## config.mk

```make
export PLATFORM = sky130hd
export DESIGN_NAME = tlb_lookup_arbiter
export DESIGN_NICKNAME = d
export VERILOG_FILES = /design/src/rtl/tlb_lookup_arbiter.sv
export SDC_FILE = /design/constraint.sdc
export NUM_CORES = 1
export LEC_CHECK = 0
export ABC_AREA = 1
export BUFFER_PORTS_ARGS = -buffer_cell sky130_fd_sc_hd__buf_2
export CAP_MARGIN = 25
export CORE_ASPECT_RATIO = 0.5
export CORE_MARGIN = 2
export CORE_UTILIZATION = 35
export DETAILED_ROUTE_END_ITERATION = 7
export PLACE_DENSITY = 0.58
export SLEW_MARGIN = 40
export SYNTH_ARGS = -nofsm -noshare
export SYNTH_HDL_FRONTEND = slang
export SYNTH_SLANG_ARGS = --single-unit
```

## constraint.sdc

```tcl
create_clock -name aclk -period 3.3 [get_ports aclk]
set_input_delay 0.165 -clock aclk [delete_from_list [all_inputs] [get_ports aclk]]
set_output_delay 0.165 -clock aclk [all_outputs]
set_load 0.02 [all_outputs]
```

## src/rtl/tlb_lookup_arbiter.sv

```systemverilog
// Arbitrates the shared TLB lookup ports between the rd and wr tlb_fsm instances:
// round-robin ownership, watchdog forced release and a one-cycle drain gap between owners.
module tlb_lookup_arbiter #(
    parameter int unsigned HOLD_MAX_CYCLES = 1024,
    parameter int unsigned CNT_BITS        = 16,
    parameter int unsigned STAT_BITS       = 32
) (
    input  logic                 aclk,
    input  logic                 aresetn,
    input  logic                 rd_lock,
    input  logic                 rd_unlock,
    input  logic                 wr_lock,
    input  logic                 wr_unlock,
    output logic [1:0]           mutex,
    output logic                 rd_grant,
    output logic                 wr_grant,
    output logic                 timeout_irq,
    output logic                 timeout_owner,
    output logic [STAT_BITS-1:0] stat_rd_grants,
    output logic [STAT_BITS-1:0] stat_wr_grants,
    output logic [STAT_BITS-1:0] stat_timeouts
);

    typedef enum logic [1:0] {
        S_IDLE   = 2'd0,
        S_RD_OWN = 2'd1,
        S_WR_OWN = 2'd2,
        S_DRAIN  = 2'd3
    } state_e;

    localparam bit                  WDOG_EN    = (HOLD_MAX_CYCLES != 0);
    localparam logic [CNT_BITS-1:0] HOLD_LAST  =
        CNT_BITS'((HOLD_MAX_CYCLES == 0) ? 0 : HOLD_MAX_CYCLES - 1);
    localparam logic [1:0]          MUTEX_FREE = 2'b01;
    localparam logic [1:0]          MUTEX_RD   = 2'b00;
    localparam logic [1:0]          MUTEX_WR   = 2'b10;

    state_e                 state_q, state_d;
    logic [CNT_BITS-1:0]    hold_cnt_q, hold_cnt_d;
    logic                   last_wr_q, last_wr_d;
    logic [1:0]             mutex_q, mutex_d;
    logic                   rd_grant_q, rd_grant_d;
    logic                   wr_grant_q, wr_grant_d;
    logic                   timeout_irq_q, timeout_irq_d;
    logic                   timeout_owner_q, timeout_owner_d;
    logic [STAT_BITS-1:0]   stat_rd_q, stat_rd_d;
    logic [STAT_BITS-1:0]   stat_wr_q, stat_wr_d;
    logic [STAT_BITS-1:0]   stat_to_q, stat_to_d;
    logic                   owner_unlock;

    function automatic logic [STAT_BITS-1:0] sat_inc(input logic [STAT_BITS-1:0] v);
        return (v == '1) ? v : v + STAT_BITS'(1);
    endfunction

    // Next-state, hold counter, statistics and registered output decode
    always_comb begin
        state_d         = state_q;
        hold_cnt_d      = hold_cnt_q;
        last_wr_d       = last_wr_q;
        timeout_irq_d   = 1'b0;
        timeout_owner_d = timeout_owner_q;
        stat_rd_d       = stat_rd_q;
        stat_wr_d       = stat_wr_q;
        stat_to_d       = stat_to_q;
        owner_unlock    = 1'b0;

        case (state_q)
            S_IDLE: begin
                if (rd_lock && (!wr_lock || last_wr_q)) begin
                    state_d    = S_RD_OWN;
                    last_wr_d  = 1'b0;
                    hold_cnt_d = '0;
                    stat_rd_d  = sat_inc(stat_rd_q);
                end else if (wr_lock) begin
                    state_d    = S_WR_OWN;
                    last_wr_d  = 1'b1;
                    hold_cnt_d = '0;
                    stat_wr_d  = sat_inc(stat_wr_q);
                end
            end
            S_RD_OWN, S_WR_OWN: begin
                owner_unlock = (state_q == S_RD_OWN) ? rd_unlock : wr_unlock;
                if (owner_unlock) begin
                    state_d = S_DRAIN;
                end else if (WDOG_EN && (hold_cnt_q == HOLD_LAST)) begin
                    state_d         = S_DRAIN;
                    timeout_irq_d   = 1'b1;
                    timeout_owner_d = (state_q == S_WR_OWN);
                    stat_to_d       = sat_inc(stat_to_q);
                end else if (hold_cnt_q != '1) begin
                    hold_cnt_d = hold_cnt_q + CNT_BITS'(1);
                end
            end
            S_DRAIN: state_d = S_IDLE;
            default: state_d = S_IDLE;
        endcase

        mutex_d    = (state_d == S_RD_OWN) ? MUTEX_RD :
                     (state_d == S_WR_OWN) ? MUTEX_WR : MUTEX_FREE;
        rd_grant_d = (state_d == S_RD_OWN);
        wr_grant_d = (state_d == S_WR_OWN);
    end

    // last_wr resets to 1 so rd wins the first tie after reset
    always_ff @(posedge aclk or negedge aresetn) begin
        if (!aresetn) begin
            state_q         <= S_IDLE;
            hold_cnt_q      <= '0;
            last_wr_q       <= 1'b1;
            mutex_q         <= MUTEX_FREE;
            rd_grant_q      <= 1'b0;
            wr_grant_q      <= 1'b0;
            timeout_irq_q   <= 1'b0;
            timeout_owner_q <= 1'b0;
            stat_rd_q       <= '0;
            stat_wr_q       <= '0;
            stat_to_q       <= '0;
        end else begin
            state_q         <= state_d;
            hold_cnt_q      <= hold_cnt_d;
            last_wr_q       <= last_wr_d;
            mutex_q         <= mutex_d;
            rd_grant_q      <= rd_grant_d;
            wr_grant_q      <= wr_grant_d;
            timeout_irq_q   <= timeout_irq_d;
            timeout_owner_q <= timeout_owner_d;
            stat_rd_q       <= stat_rd_d;
            stat_wr_q       <= stat_wr_d;
            stat_to_q       <= stat_to_d;
        end
    end

    assign mutex          = mutex_q;
    assign rd_grant       = rd_grant_q;
    assign wr_grant       = wr_grant_q;
    assign timeout_irq    = timeout_irq_q;
    assign timeout_owner  = timeout_owner_q;
    assign stat_rd_grants = stat_rd_q;
    assign stat_wr_grants = stat_wr_q;
    assign stat_timeouts  = stat_to_q;

endmodule

```

==> impl_metrics.env <==
export IMPL_vias_per_cell=4.74
export IMPL_grt_usage_pct=19.5
export IMPL_ys_ff_latch=120
export IMPL_rows=38
export IMPL_post_cts_buffers=0
export IMPL_finalNetCount=1337
export IMPL_design_area_um2=9380
export IMPL_min_from="wr_lock"
export IMPL_power_leakage_nw=4.56
export IMPL_power_total_mw=4.88
export IMPL_grt_pass1_wl_um=37700
export IMPL_cap_violations=0
export IMPL_cp_end_kind="flip-flop"
export IMPL_min_to="last_wr_q"
export IMPL_antennaDiodeCount=0
export IMPL_worstHoldPathCells=3
export IMPL_post_cts_resize_count=0
export IMPL_final_common_cell="nand2_1"
export IMPL_rr_endpoint="hold_cnt_q[1]"
export IMPL_clkLatencyLatePin_ns=0.43
export IMPL_num_io_pins=108
export IMPL_tightestPinTransition_ns=0.657
export IMPL_tns_ns=0
export IMPL_grt_pass1_vias=7345
export IMPL_hpwl_um=16600
export IMPL_status="finished clean"
export IMPL_die_area_um2=24100
export IMPL_yosys_warnings=0
export IMPL_core_um2=22000
export IMPL_timing_slew_headroom_pct=56.1
export IMPL_r2r_slack_ns=0.99
export IMPL_grt_max_degree=66
export IMPL_drt_initial_drc_count=562
export IMPL_initial_core_util_pct=36.3
export IMPL_crit_path_max_fanout=16
export IMPL_max_vdd_ir_drop_v=0.000370
export IMPL_crit_path_start_kind="flip-flop"
export IMPL_drive_above_1_share_pct=13.4
export IMPL_remaining_drc_errors=0
export IMPL_hold_violations=0
export IMPL_vias=7754
export IMPL_dpl_instance_area_um2=8720
export IMPL_clock_sinks=120
export IMPL_synth_cells=1215
export IMPL_htreeDepth=4
export IMPL_clock_path_buffers=2
export IMPL_final_core_util_pct=42.6
export IMPL_holdWs_ns=0.0395
export IMPL_critPathKind="reg -> reg"
export IMPL_fin_crit_ns=2.31
export IMPL_final_cell_mix="621 x nand2_1, 182 x nor2_1, 118 x dfrtp_1"
export IMPL_ys_seq_area_share_pct=37.6
export IMPL_dieHeight_um=111
export IMPL_io_buffers=107
export IMPL_root_buffer="clkbuf_16"
export IMPL_overflow=0
export IMPL_slew_viol_final=0
export IMPL_finClkSkew_ns=0.00600
export IMPL_place_gp_congestion=0.901
export IMPL_powerDensity_nw_per_um2=520
export IMPL_wl_per_cell_um=13.9
export IMPL_synth_distinct_cells=31
export IMPL_detail_route_antenna_nets=0
export IMPL_finalSetupViolCount=0
export IMPL_postSynthAreaPerCell_um2=6.57
export IMPL_cts_clk_slew_worst_paths_ns=0.06
export IMPL_drt_total_wl_um=22800
export IMPL_syn_nets=1230
export IMPL_r2r_cells=11
export IMPL_cts_hold_buf=1
export IMPL_syn_cell_area_um2=7980
export IMPL_antenna_found_initial=0
export IMPL_required_ns=3.62
export IMPL_period_share_pct=70.1
export IMPL_cts_tree="yes"
export IMPL_clock_fmax_ghz=0.432
export IMPL_r2r_start="state_q[0]"
export IMPL_die_w_um=218
export IMPL_syn2layout_area_growth_pct=17.5
export IMPL_first_pass_iters=5
export IMPL_rsz0062_at_grt="false"
export IMPL_numCtsBuffers=17
export IMPL_hold_path_class="in -> reg"
export IMPL_critPathArrivalTime_ns=2.63
==> cell families (layout without fill, tap and decap cells) <==
family | count (synthesis) | count (layout) | synth area share, %
AO/OA/AOI/OAI | 34 | 34 | 2.34
XOR/XNOR | 47 | 47 | 5.16
adder cells (fa/ha/maj) | 9 | 9 | 1.41
buffers and inverters | 84 | 204 | 5.47
flip-flops | 120 | 120 | 37.6
AND/OR/NAND/NOR | 921 | 921 | 48.0
==> per-layer routing <==
layer | share of wire (%) | up-vias | global-route usage (%)
li1 | - | 3995 | -
met1 | 49 | 3595 | 26.9
met2 | 45 | 142 | 30.6
met3 | 4.4 | 22 | 4.17
met4 | 1.4 | 0 | 5.43
met5 | 0 | - | 0
==> registers in the layout (all words and copies together), names as in the netlist <==
| signal | cells |
|---|---|
| stat_rd_grants | 32 |
| stat_timeouts | 32 |
| stat_wr_grants | 32 |
| hold_cnt_q | 16 |
| mutex | 2 |
| state_q | 2 |
| last_wr_q | 1 |
| rd_grant | 1 |
| timeout_irq | 1 |
| timeout_owner | 1 |
==> power breakdown <==
| group | switching [mW] | internal (mW) |
|---|---|---|
| combinational | 0.818 | 0.286 |
| clock | 0.737 | 1.32 |
| sequential | 0.127 | 1.59 |
| total | 1.68 | 3.20 |
==> cells in the mapped netlist <==
cell	instances	share of area (%)
nor2_2	5	0.39
nand2_1	621	29
o21ai_1	9	0.56
xor2_1	26	2.9
inv_1	54	2.5
ha_1	9	1.4
dfstp_2	2	0.66
o21ai_2	3	0.33
inv_2	7	0.33
nand3_2	4	0.50
clkbuf_1	1	0.047
inv_4	1	0.078
o21bai_1	1	0.094
nand3_4	1	0.22
a21oi_1	8	0.50
nor3_1	8	0.50
dfrtp_1	118	37
buf_2	5	0.31
buf_6	14	2.0
a31oi_1	2	0.16
xnor2_1	21	2.3
nand2_4	3	0.42
nand2_2	4	0.31
nor2_1	182	8.6
buf_4	2	0.19
nor2_4	9	1.3
o21ai_0	11	0.69
nand3_1	33	2.1
nand3b_1	34	3.2
and2_1	1	0.078
nand4_1	16	1.3
==> area by class of cell <==
cell class / count / area (µm²)
sequential: 120 / 3010
multi-input combinational: 1011 / 4540
clock buffer: 21 / 470
tap: 300 / 375
fill: 2305 / 12600
clock inverter: 11 / 170
inverter: 62 / 235
timing repair buffer: 110 / 579
==> worst max-delay path, stage by stage, from the launching register on <==
cell	delay, ns
dfrtp_1	0.37
inv_1	0.09
ha_1	0.55
inv_1	0.24
nor2_1	0.17
inv_1	0.07
nand2_1	0.08
nand2_1	0.08
inv_2	0.21
nand2_4	0.17
nand2_1	0.10
nand2_1	0.05
==> worst max path at each step <==
stage,startpoint,to,slack [ns],depth (start not counted)
finish,state_q[0],hold_cnt_q[1],0.99,11
global route,state_q[1],hold_cnt_q[1],0.76,11
CTS,state_q[0],hold_cnt_q[1],0.99,11
detailed placement,state_q[0],hold_cnt_q[14],1.0,11
global placement,state_q[0],hold_cnt_q[14],1.13,11
floorplan,stat_wr_grants[0],stat_wr_grants[2],1.43,11
==> metrics by stage <==
stage,setup WS [ns],instances
floorplan,1.43,1215
global placement,1.13,1602
detailed placement,0.997,1602
CTS,0.987,1635
global route,0.757,1635
finish,0.987,1635
Note: power is estimated with default switching activity, not from simulation.
